===== src/rtl/aquarium_mode_scheduler.sv =====
// aquarium_mode_scheduler: HH:MM:SS time-of-day keeper driven by a one-second
// tick. It decodes the aquarium mode, raises feed requests at fixed times and
// ramps a brightness level toward the target for the registered mode.
module aquarium_mode_scheduler #(
  parameter int SEC_PER_MIN  = 60,
  parameter int RAMP_STEP    = 1,
  parameter int BRIGHT_DAY   = 200,
  parameter int BRIGHT_AFT   = 160,
  parameter int BRIGHT_EVE   = 100,
  parameter int BRIGHT_NIGHT = 30
) (
  input  logic       clock,
  input  logic       reset,
  input  logic       sec_tick,
  input  logic       set_valid,
  input  logic [4:0] set_hour,
  input  logic [5:0] set_min,
  input  logic       feed_ack,
  output logic [4:0] hour,
  output logic [5:0] minute,
  output logic [1:0] mode,
  output logic       mode_change,
  output logic [7:0] brightness,
  output logic       feed_req,
  output logic [1:0] feed_id,
  output logic       feed_overrun,
  output logic       set_err
);

  localparam int SW = $clog2(SEC_PER_MIN);
  localparam logic [SW-1:0] SEC_LAST = SW'(SEC_PER_MIN - 1);
  localparam logic [8:0]    STEP9    = 9'(RAMP_STEP);

  // Hour ranges: 6..11 day, 12..16 afternoon, 17..20 evening, else night.
  function automatic logic [1:0] mode_of(input logic [4:0] h);
    logic [1:0] m;
    if (h >= 5'd6 && h <= 5'd11)       m = 2'd0;
    else if (h >= 5'd12 && h <= 5'd16) m = 2'd1;
    else if (h >= 5'd17 && h <= 5'd20) m = 2'd2;
    else                               m = 2'd3;
    return m;
  endfunction

  function automatic logic [7:0] target_of(input logic [1:0] m);
    logic [7:0] t;
    case (m)
      2'd0:    t = 8'(BRIGHT_DAY);
      2'd1:    t = 8'(BRIGHT_AFT);
      2'd2:    t = 8'(BRIGHT_EVE);
      default: t = 8'(BRIGHT_NIGHT);
    endcase
    return t;
  endfunction

  logic [SW-1:0] sec_q, sec_d;
  logic [5:0]    min_q, min_d;
  logic [4:0]    hour_q, hour_d;
  logic [1:0]    mode_q;
  logic          mode_change_q;
  logic [7:0]    bri_q, bri_d;
  logic          feed_req_q, feed_overrun_q;
  logic [1:0]    feed_id_q;
  logic          feed_evt_q, feed_evt_d;
  logic [1:0]    feed_slot_q, feed_slot_d;
  logic          set_err_q, set_err_d;
  logic          set_ok_s;

  assign set_ok_s = (set_hour <= 5'd23) && (set_min <= 6'd59);

  // Next time-of-day: a set request beats the tick; feed events only on a
  // natural minute rollover that lands on a feed time.
  always_comb begin
    sec_d       = sec_q;
    min_d       = min_q;
    hour_d      = hour_q;
    feed_evt_d  = 1'b0;
    feed_slot_d = 2'd0;
    set_err_d   = 1'b0;
    if (set_valid) begin
      if (set_ok_s) begin
        hour_d = set_hour;
        min_d  = set_min;
        sec_d  = '0;
      end else begin
        set_err_d = 1'b1;
      end
    end else if (sec_tick) begin
      if (sec_q == SEC_LAST) begin
        sec_d = '0;
        if (min_q == 6'd59) begin
          min_d  = 6'd0;
          hour_d = (hour_q == 5'd23) ? 5'd0 : hour_q + 5'd1;
          case (hour_d)
            5'd8:    begin feed_evt_d = 1'b1; feed_slot_d = 2'd0; end
            5'd12:   begin feed_evt_d = 1'b1; feed_slot_d = 2'd1; end
            5'd17:   begin feed_evt_d = 1'b1; feed_slot_d = 2'd2; end
            5'd21:   begin feed_evt_d = 1'b1; feed_slot_d = 2'd3; end
            default: begin feed_evt_d = 1'b0; feed_slot_d = 2'd0; end
          endcase
        end else begin
          min_d = min_q + 6'd1;
        end
      end else begin
        sec_d = sec_q + SW'(1);
      end
    end else begin
      sec_d = sec_q;
    end
  end

  // Brightness step toward the registered mode's target, 9-bit to avoid wrap.
  always_comb begin
    logic [8:0] b9, t9, up9;
    b9    = {1'b0, bri_q};
    t9    = {1'b0, target_of(mode_q)};
    up9   = b9 + STEP9;
    bri_d = bri_q;
    if (sec_tick) begin
      if (b9 < t9) begin
        bri_d = (up9 > t9) ? t9[7:0] : up9[7:0];
      end else if (b9 > t9) begin
        bri_d = (b9 >= t9 + STEP9) ? 8'(b9 - STEP9) : t9[7:0];
      end else begin
        bri_d = bri_q;
      end
    end else begin
      bri_d = bri_q;
    end
  end

  // State registers: time, mode pipeline, brightness, feed handshake, set error.
  always_ff @(posedge clock or posedge reset) begin
    if (reset) begin
      sec_q          <= '0;
      min_q          <= 6'd0;
      hour_q         <= 5'd0;
      mode_q         <= 2'd3;
      mode_change_q  <= 1'b0;
      bri_q          <= 8'd0;
      feed_req_q     <= 1'b0;
      feed_id_q      <= 2'd0;
      feed_overrun_q <= 1'b0;
      feed_evt_q     <= 1'b0;
      feed_slot_q    <= 2'd0;
      set_err_q      <= 1'b0;
    end else begin
      sec_q         <= sec_d;
      min_q         <= min_d;
      hour_q        <= hour_d;
      mode_q        <= mode_of(hour_q);
      mode_change_q <= (mode_of(hour_q) != mode_q);
      bri_q         <= bri_d;
      feed_evt_q    <= feed_evt_d;
      feed_slot_q   <= feed_slot_d;
      set_err_q     <= set_err_d;
      if (feed_evt_q) begin
        if (feed_req_q && !feed_ack) feed_overrun_q <= 1'b1;
        feed_req_q <= 1'b1;
        feed_id_q  <= feed_slot_q;
      end else if (feed_ack) begin
        feed_req_q <= 1'b0;
      end
    end
  end

  assign hour         = hour_q;
  assign minute       = min_q;
  assign mode         = mode_q;
  assign mode_change  = mode_change_q;
  assign brightness   = bri_q;
  assign feed_req     = feed_req_q;
  assign feed_id      = feed_id_q;
  assign feed_overrun = feed_overrun_q;
  assign set_err      = set_err_q;

endmodule


===== config.mk =====
export PLATFORM = sky130hd
export DESIGN_NAME = aquarium_mode_scheduler
export DESIGN_NICKNAME = d
export VERILOG_FILES = /design/src/rtl/aquarium_mode_scheduler.sv
export SDC_FILE = /design/constraint.sdc
export NUM_CORES = 1
export LEC_CHECK = 0
export ABC_AREA = 1
export CAP_MARGIN = 5
export CORE_ASPECT_RATIO = 1.2
export CORE_MARGIN = 10
export CORE_UTILIZATION = 30
export CTS_BUF_LIST = sky130_fd_sc_hd__clkbuf_4 sky130_fd_sc_hd__clkbuf_8
export DETAILED_ROUTE_END_ITERATION = 16
export PLACE_DENSITY = 0.6
export REMOVE_ABC_BUFFERS = 1
export SLEW_MARGIN = 5
export SYNTH_ARGS = -nofsm -noshare
export SYNTH_HDL_FRONTEND = slang
export SYNTH_SLANG_ARGS = --single-unit

===== constraint.sdc =====
create_clock -name clock -period 2.81 [get_ports clock]
set_input_delay 0.562 -clock clock [delete_from_list [all_inputs] [get_ports clock]]
set_output_delay 0.562 -clock clock [all_outputs]
set_load 0.02 [all_outputs]

---- Word-level counts from Yosys, hierarchy flattened ----
Cells that the tools add are included.
word-level totals
  register bits after elaboration ......... 36
  word-level logic and storage cells ...... 96
cells by class
  add/subtract/negate cells ............... 6
  $lt $le $gt $ge ......................... 12
  equality and inequality tests ........... 11
  mux-type cells .......................... 37
  reductions and logical operators ........ 18
operators by type and width
  cell                                                                                  number
  6-bit two-way mux                                                                     9
  8-bit two-way mux                                                                     4
  5-bit two-way mux                                                                     6
  8-bit case mux with 3 select lines                                                    1
  8-bit by 1-bit adder with 9-bit output (second input constant)                        2
  5-bit == test (second input constant)                                                 3
  5-bit <= comparator (second input constant)                                           3
  6-bit by 1-bit adder with 6-bit output (second input constant)                        2
  6-bit == test (second input constant)                                                 2
  2-bit two-way mux                                                                     6
  5-bit by 4-bit == test with 1-bit output (second input constant)                      2
  1-bit two-way mux                                                                     10
  2-bit nonzero test                                                                    5
  8-bit by 9-bit greater-or-equal comparator with 1-bit output                          1
  9-bit by 8-bit greater-than comparator with 1-bit output                              1
  8-bit greater-than comparator                                                         1
  8-bit less-than comparator                                                            1
  8-bit by 1-bit subtractor with 8-bit output (second input constant)                   1
  6-bit <= comparator (second input constant)                                           1
  2-bit case mux with 3 select lines                                                    1
  2-bit AND reduction                                                                   3
  5-bit by 1-bit adder with 5-bit output (second input constant)                        1
  5-bit by 3-bit greater-or-equal comparator with 1-bit output (second input constant)  1
  5-bit by 4-bit greater-or-equal comparator with 1-bit output (second input constant)  1
  other kinds (12)                                                                      16

---- Depth between registers and ports, before layout ----
Gate-level depths: netlist (run 1).
  depth after elaboration ................. 9
  gate-level depth with buffers ........... 19

---- Worst setup path after synthesis (run 1) ----
No wires, ideal clock.
  kind .................................... reg-to-reg
  start ................................... register mode_q[0], in the netlist mode[0]
  end ..................................... register bri_q[0], in the netlist brightness[0]
  arrival ................................. 2404 ps
  data required time ...................... 2688 ps
  slack ................................... 284 ps
  cell stages (with the launch flop) ...... 13
  cells stage by stage .................... dfstp_2 > inv_1 > ha_1 > o21ai_0 > ha_1 > nand3_1 > nand3b_1 > nor2_4 > nand2_4 > inv_1 > nand3_1 > nand4_1 > o21ai_1
between the ends
  cells in the longest elaborated chain, start to end .. 7
ends and longest elaborated chain
  item                                                          RTL line  text
  start: declaration                                            58        logic [1:0] mode_q;
  start signal: assignment                                      150       mode_q <= mode_of(hour_q);
  2-bit == test, or another cell as far along                   46        case (m)
  8-bit case mux with 3 select lines *                          46
  8-bit by 1-bit adder with 9-bit output                        122       bri_d = (b9 >= t9 + STEP9) ? 8'(b9 - STEP9) : t9[7:0];
  8-bit by 9-bit greater-or-equal comparator with 1-bit output  122
  8-bit two-way mux                                             122
  8-bit two-way mux                                             121       end else if (b9 > t9) begin
  8-bit two-way mux                                             119       if (b9 < t9) begin
  end signal: assignment                                        152       bri_q <= bri_d;
  end: declaration                                              60        logic [7:0] bri_q, bri_d;
Mark *: on every way between the ends. The rest lies on a longest branch, timed or not. The select of a mux whose other input is x is not followed.
A chain may end at the register's enable or synchronous reset.

---- Worst setup path after layout (run 1) ----
Same ends and word-level chain as after synthesis.

==> key figures, run 1 <==
Status
  – Status: finished clean

Critical path
  – WS Path Type: flip-flop to flip-flop
  – WP buf/inv: 2
  – CP startpoint: mode[0]$_DFF_PP1_
  – Worst setup EP type: flip-flop
  – CP Launch Type: flip-flop
  – Critical Path Slowest Stage Cell: dfstp_2
  – Crit-path max cell delay: 590 ps
  – Worst path top cell family by delay: simple AND/OR/NAND/NOR gates
  – Largest fanout on the critical path: 9
  – Critical path required time: 2990 ps
  – FF-to-FF Start: mode[0]$_DFF_PP1_
  – Worst path cell trace: inv_1 -> ha_1 -> o21ai_0 -> ha_1 -> nand3_1 -> nand3b_1 -> nor2_4 -> nand2_4 -> inv_1 -> nand3_1 -> nand4_1 -> o21ai_1
  – Arrival time at the worst endpoint: 2760 ps

Floorplanning
  – Ports: 43
  – Initial Util: 30.9%
  – Die X: 111 um
  – Die area: 0.0143 mm^2
  – Height of the die: 129 um
  – CORE AREA: 0.00961 mm^2
  – Row count: 39

Global route
  – Largest net degree at the start of global routing: 37
  – GR Overflow Total: 0
  – Initial antenna violation count: 0
  – All-Layer GR Usage: 11.1%
  – Vias in the first global route: 2854
  – Global-route wire length before repair: 13400 um

Timing
  – Max_slew headroom: 68.8%
  – Final worst path period need: 2580 ps
  – Fin Clk Skew: 5.61 ps
  – Worst Max-Slew Pin Slew: 464 ps
  – Setup TNS: 0 ps
  – Fmax: 388 MHz
  – Count of pins over their slew limit: 0
  – Period utilization: 91.8%
  – Final setup viols: 0
  – RSZ-0062 raised after global routing: no
  – Final hold violations: 0

Clock network
  – Max Buffers Root-to-Sink: 2
  – H-tree depth: 2
  – Clk root buf: clkbuf_8
  – Count of hold-fix buffers inserted at cts: 0
  – Total CTS buffers: 5
  – Clock latency on the worst-skew pair: 280 ps
  – Clk sinks: 36
  – Clock Pin Slew Worst Setup and Hold Paths: 70 ps
  – CTS tree: built

Pwr
  – Total power: 0.00433 W
  – Power per cell area: 1170 mW/mm^2
  – Worst vdd ir: 351 uV
  – P_leak: 1.86 nW

Logic synthesis
  – Cells after Synth: 424
  – Yosys reg bits: 36
  – Ys flop type: dfrtp_1
  – Post-synth ARST share: 100%
  – Ys Warns: 0
  – Post-synthesis cell area: 0.00297 mm^2
  – Post-synthesis cell type count: 34
  – Post-synth EDFFs: 0
  – Register area share after synthesis: 30.4%
  – Syn Area/Cell: 7.01 um^2

Drt
  – Post-DRT Antenna Nets: 0
  – First drt pass iteration count: 4
  – Via count: 2838
  – 1st-iter DRT viols: 128
  – DR vias/cell: 4.71
  – WL final: 8110 um
  – Remaining routing DRC violations: 0
  – Wire per inst: 13.5 um

Min path
  – Hold Crit Start: feed_slot_q[0]$_DFF_PP0_
  – Hold Crit Class: flip-flop to flip-flop

Placement
  – IO buf count: 42
  – Final HPWL DP: 6530 um
  – Area after DPL: 0.00359 mm^2
  – Final RePlAce weighted congestion: 0.967

Flow run
  – Max cap viols: 0

Layout
  – Layout area overhead: 24.7%
  – Ant diodes: 0
  – Layout cells sized above 1: 9.17%
  – Post-route core utilization: 38.6%
  – Final net count: 521
  – Fin area: 0.00371 mm^2
-- report_power, final --
part	switching [W]	total [W]	internal [W]
clock	0.000187	0.000460	0.000273
sequential	0.000190	0.000848	0.000658
combinational	0.00190	0.00302	0.00113
-- area by class of cell --
| type | count | area, um^2 |
|---|---|---|
| repair buffers | 51 | 488 |
| clock buffers | 6 | 76.3 |
| multi-input cells | 321 | 1810 |
| clock inverters | 2 | 35.0 |
| well taps | 123 | 154 |
| fillers | 1018 | 5910 |
| flip-flops and latches | 36 | 903 |
| inverters | 64 | 243 |
-- cells by family after synthesis --
| kind of cell | after synthesis | synth area share [%] |
|---|---|---|
| flip-flops | 36 | 30.4 |
| adder cells (fa/ha/maj) | 26 | 10.9 |
| AND/OR/NAND/NOR | 232 | 36.4 |
| AO/OA/AOI/OAI | 50 | 9.55 |
| XOR/XNOR | 13 | 3.83 |
| buffers and inverters | 67 | 8.92 |
-- tightest hold or removal path: cells and delay by family (launching register included) --
kind | cells | cell delay, ps
flops | 1 | 330
simple gates | 2 | 120
-- placed cells by master, fill, tap and decap left out --
master	Yosys	layout
nor2_4	4	4
clkbuf_8	0	5
nand3_4	2	2
and2_4	1	1
a22o_1	2	2
o21ai_0	30	30
a21oi_4	1	1
clkinv_2	0	1
nand4_1	7	7
ha_2	0	1
inv_4	1	1
o21a_1	1	1
nand2_1	124	124
ha_1	26	25
nor2_2	1	1
buf_4	1	9
bufinv_16	0	1
nor2_1	35	35
o2111ai_1	2	2
nor3_4	1	1
nor4_1	1	1
nor3_1	6	6
nand3_1	38	38
o21ai_1	3	3
clkbuf_4	0	1
and3_1	1	1
nand2_2	4	4
a21oi_1	9	9
inv_2	4	4
xor2_1	13	13
nand2_4	5	5
clkdlybuf4s50_1	0	42
o211ai_1	1	1
inv_1	59	59
dfrtp_1	34	34
nand3b_1	2	2
dfstp_2	2	2
o31ai_1	1	1
-- synthesized netlist by cell type, types with 2 or more instances --
cell	count	area, um^2
nand3_4	2	35.0
dfstp_2	2	52.6
nand4_1	7	43.8
o21ai_1	3	15.0
nand3_1	38	190
nand2_1	124	465
nor3_1	6	30.0
a22o_1	2	17.5
dfrtp_1	34	851
ha_1	26	325
o2111ai_1	2	17.5
nor2_1	35	131
nand2_4	5	56.3
nand3b_1	2	15.0
inv_2	4	15.0
o21ai_0	30	150
xor2_1	13	114
nand2_2	4	25.0
a21oi_1	9	45.0
inv_1	59	221
nor2_4	4	45.0
-- layer usage --
metal  part of all wire (%)  vias up  track usage [%]  routed length, um
met5                      0        -                0                  0
met4                    1.5        0             3.68                122
met3                    5.0       11             2.95                405
met2                     50       63             20.9               4090
met1                     43     1293             11.8               3500
li1                       -     1471                -                  -
-- timing repair --
action / 4_1_cts / 5_1_grt
setup buffers: 0 / 0
resized for setup: 0 / 1
setup endpoints to repair: 0 / 7
-- path summary, 6_finish.rpt --
kind | to | slack (ps) | depth (start not counted)
min in group asynchronous | feed_overrun$_DFFE_PP0P_ | 680 | 3
min | feed_id[0]$_DFFE_PP0P_ | 470 | 2
max in group asynchronous | mode[0]$_DFF_PP1_ | 1770 | 3
max reg2reg | brightness[0]$_DFFE_PP0P_ | 230 | 12
max | brightness[0]$_DFFE_PP0P_ | 230 | 12
min reg2reg | feed_id[0]$_DFFE_PP0P_ | 470 | 2
-- sequential cells by signal, indices dropped and copies added (netlist names) --
name	count
feed_evt_q	1
feed_slot_q	2
mode_change	1
feed_overrun	1
minute	6
feed_id	2
mode	2
sec_q	6
brightness	8
hour	5
feed_req	1
set_err	1
-- stage by stage --
stage,setup WS (ps),cells,hold WS (ps)
finish,230,603,469
global route,16.8,603,500
CTS,141,603,478
detailed placement,152,595,460
global placement,132,595,454
floorplan,284,421,421
No activity file was read; power rests on OpenSTA's default activity.
==> inputs of run 2 (changes only) <==
--- a/config.mk
+++ b/config.mk
@@ -7,7 +7,7 @@
 export LEC_CHECK = 0
 export ABC_AREA = 1
 export CAP_MARGIN = 5
-export CORE_ASPECT_RATIO = 1.2
+export CORE_ASPECT_RATIO = 0.5
 export CORE_MARGIN = 10
 export CORE_UTILIZATION = 30
 export CTS_BUF_LIST = sky130_fd_sc_hd__clkbuf_4 sky130_fd_sc_hd__clkbuf_8
==> key figures, run 2 (same netlist as run 1, synthesis figures left out) <==
Status
  – Status: finished clean

Critical path
  – Worst path cell trace: inv_1 -> ha_1 -> inv_1 -> ha_1 -> nand3_1 -> nor2_1 -> o21ai_1 -> nand2_4 -> nand2_2 -> nand2_4 -> inv_4 -> nor2_1 -> a21oi_1
  – Critical path required time: 2970 ps (-20 ps)
  – Worst path top cell family by delay: adder cells
  – WP buf/inv: 3 (+1)
  – Critical Path Slowest Stage Cell: dfstp_2
  – Largest fanout on the critical path: 9 (unchanged)
  – Crit-path max cell delay: 580 ps (about the same)
  – Worst setup EP type: flip-flop
  – CP Launch Type: flip-flop
  – Arrival time at the worst endpoint: 2740 ps (-20 ps)
  – WS Path Type: flip-flop to flip-flop

Drt
  – Via count: 2857 (+0.67%)
  – DR vias/cell: 4.65 (-1.3%)
  – Wl on met1: 3750 um (+7.3%)
  – 1st-iter DRT viols: 237 (+85%)
  – Top layer used by detailed routing: met4
  – Post-DRT Antenna Nets: 0 (unchanged)
  – WL final: 8010 um (-1.3%)
  – Met3 wire length: 506 um (+25%)
  – Metal2 WL: 3480 um (-15%)
  – Remaining routing DRC violations: 0 (unchanged)
  – Wire per inst: 13.0 um (-3.3%)
  – First drt pass iteration count: 4 (unchanged)

Floorplanning
  – Die X: 161 um (+45%)
  – Height of the die: 90.4 um (-30%)
  – Ports: 43 (unchanged)
  – CORE AREA: 0.00954 mm^2 (-0.75%)
  – Initial Util: 31.2% (+0.24 points)
  – Die area: 0.0145 mm^2 (+1.6%)
  – Row count: 25 (-36%)

Global route
  – Vias in the first global route: 2779 (-2.6%)
  – Largest net degree at the start of global routing: 37 (unchanged)
  – GR Overflow Total: 0 (unchanged)
  – Initial antenna violation count: 0 (unchanged)
  – Global-route wire length before repair: 13700 um (+2.3%)
  – All-Layer GR Usage: 11.3% (+0.15 points)

Clock network
  – Clk sinks: 36 (unchanged)
  – CTS tree: built
  – Max Buffers Root-to-Sink: 2 (unchanged)
  – Resize count post-CTS: 0 (unchanged)
  – Total CTS buffers: 5 (unchanged)
  – Clk root buf: clkbuf_8
  – Clock latency on the worst-skew pair: 290 ps (about the same)
  – Clock Pin Slew Worst Setup and Hold Paths: 70 ps (about the same)
  – Number of buffers added for setup after CTS: 0 (unchanged)
  – H-tree depth: 2 (unchanged)
  – Count of hold-fix buffers inserted at cts: 0 (unchanged)

Pwr
  – Clock network power share: 8.6% (-2.0 points)
  – Worst vdd ir: 367 uV (+4.5%)
  – Flop pwr share: 20.3% (+0.7 points)
  – Logic gate share of total power: 71.1% (+1.3 points)
  – Pint: 0.00195 W (-5.4%)
  – Psw: 0.00226 W (-0.56%)
  – Power per cell area: 1140 mW/mm^2 (-2.6%)
  – Sw Ratio: 53.7% (+1.3 points)
  – P_leak: 1.85 nW (-0.44%)

Timing
  – Fmax: 388 MHz (+0.18%)
  – Setup TNS: 0 ps (unchanged)
  – Max_slew headroom: 67.5% (-1.3 points)
  – RSZ-0062 raised after global routing: no
  – Count of pins over their slew limit: 0 (unchanged)
  – Final worst path period need: 2580 ps (-4.57 ps)
  – Period utilization: 91.6% (-0.16 points)
  – Final setup viols: 0 (unchanged)
  – Final hold violations: 0 (unchanged)
  – Worst Max-Slew Pin Slew: 488 ps (+23.5 ps)
  – Fin Clk Skew: 10.5 ps (+4.88 ps)

Layout
  – Commonest cells after routing, fill and taps aside: 124 x nand2_1, 59 x inv_1, 42 x clkdlybuf4s50_1, 38 x nand3_1, 35 x nor2_1
  – Fin area: 0.00370 mm^2 (-0.27%)
  – Layout cells sized above 1: 8.96% (-0.21 points)
  – Most common cell after layout, fill and taps aside: nand2_1
  – Max FFs per register: 8 (unchanged)
  – Ant diodes: 0 (unchanged)
  – Layout area overhead: 24.3%
  – Final net count: 522 (+0.19%)

Placement
  – Final RePlAce weighted congestion: 0.952 (-1.6%)
  – Area after DPL: 0.00361 mm^2 (+0.63%)
  – IO buf count: 42 (unchanged)
  – Final HPWL DP: 6300 um (-3.6%)

Flow run
  – Max cap viols: 0 (unchanged)

Min path
  – Hold Crit Class: flip-flop to flip-flop
## run 2: cell count changes in the layout (fill, tap and decap cells not counted), sizes merged
cell,delta
buf,+1
bufinv,-1
## run 2: tightest hold or removal path: stages (launching register included)
cell and delay [ps]:
dfrtp_1 330, nand2_1 40, nand2_1 50
## run 2: final cells by class
| type | instances | area (um^2) |
|---|---|---|
| multi-input cells | 321 | 1800 |
| clock inverters | 1 | 5.00 |
| fillers | 999 | 5840 |
| repair buffers | 52 | 495 |
| inverters | 64 | 243 |
| clock buffers | 6 | 76.3 |
| well taps | 135 | 169 |
| flip-flops and latches | 36 | 903 |
## run 2: metrics by stage
stage | util, % | total power (W) | setup slack, ps | hold slack, ps | std cells
final | 38.7 | 0.00421 | 235 | 447 | 615
after global routing | 38.7 | 0.00470 | 11.8 | 481 | 615
after CTS | 38.7 | 0.00421 | 262 | 452 | 615
after detailed placement | 37.9 | 0.00382 | 284 | 439 | 608
after global placement | 37.9 | 0.00384 | 284 | 433 | 608
after floorplan | - | 0.00290 | 284 | 421 | 421
## run 2: path summary, 6_finish.rpt
path	from	to	slack, ps	depth (start not counted)
max	mode[0]$_DFF_PP1_	brightness[2]$_DFFE_PP0P_	230	13
min	feed_slot_q[0]$_DFF_PP0_	feed_id[0]$_DFFE_PP0P_	450	2
max reg2reg	mode[0]$_DFF_PP1_	brightness[2]$_DFFE_PP0P_	230	13
min reg2reg	feed_slot_q[0]$_DFF_PP0_	feed_id[0]$_DFFE_PP0P_	450	2
max in group asynchronous	reset	mode[1]$_DFF_PP1_	1750	3
min in group asynchronous	reset	brightness[4]$_DFFE_PP0P_	690	3
## run 2: layer usage
metal | vias up | track usage (%)
met5 | - | 0
met4 | 0 | 5.42
met3 | 16 | 2.68
met2 | 92 | 17.6
met1 | 1277 | 14.3
li1 | 1472 | -
## run 2: power by group through the flow
stage | clock network (W) | logic, W | registers, W
2_1_floorplan | 0 | 0.00193 | 0.000972
3_3_place_gp | 0 | 0.00298 | 0.000860
3_5_place_dp | 0 | 0.00296 | 0.000859
4_1_cts | 0.000379 | 0.00298 | 0.000850
5_1_grt | 0.000402 | 0.00342 | 0.000877
6_report | 0.000361 | 0.00299 | 0.000853
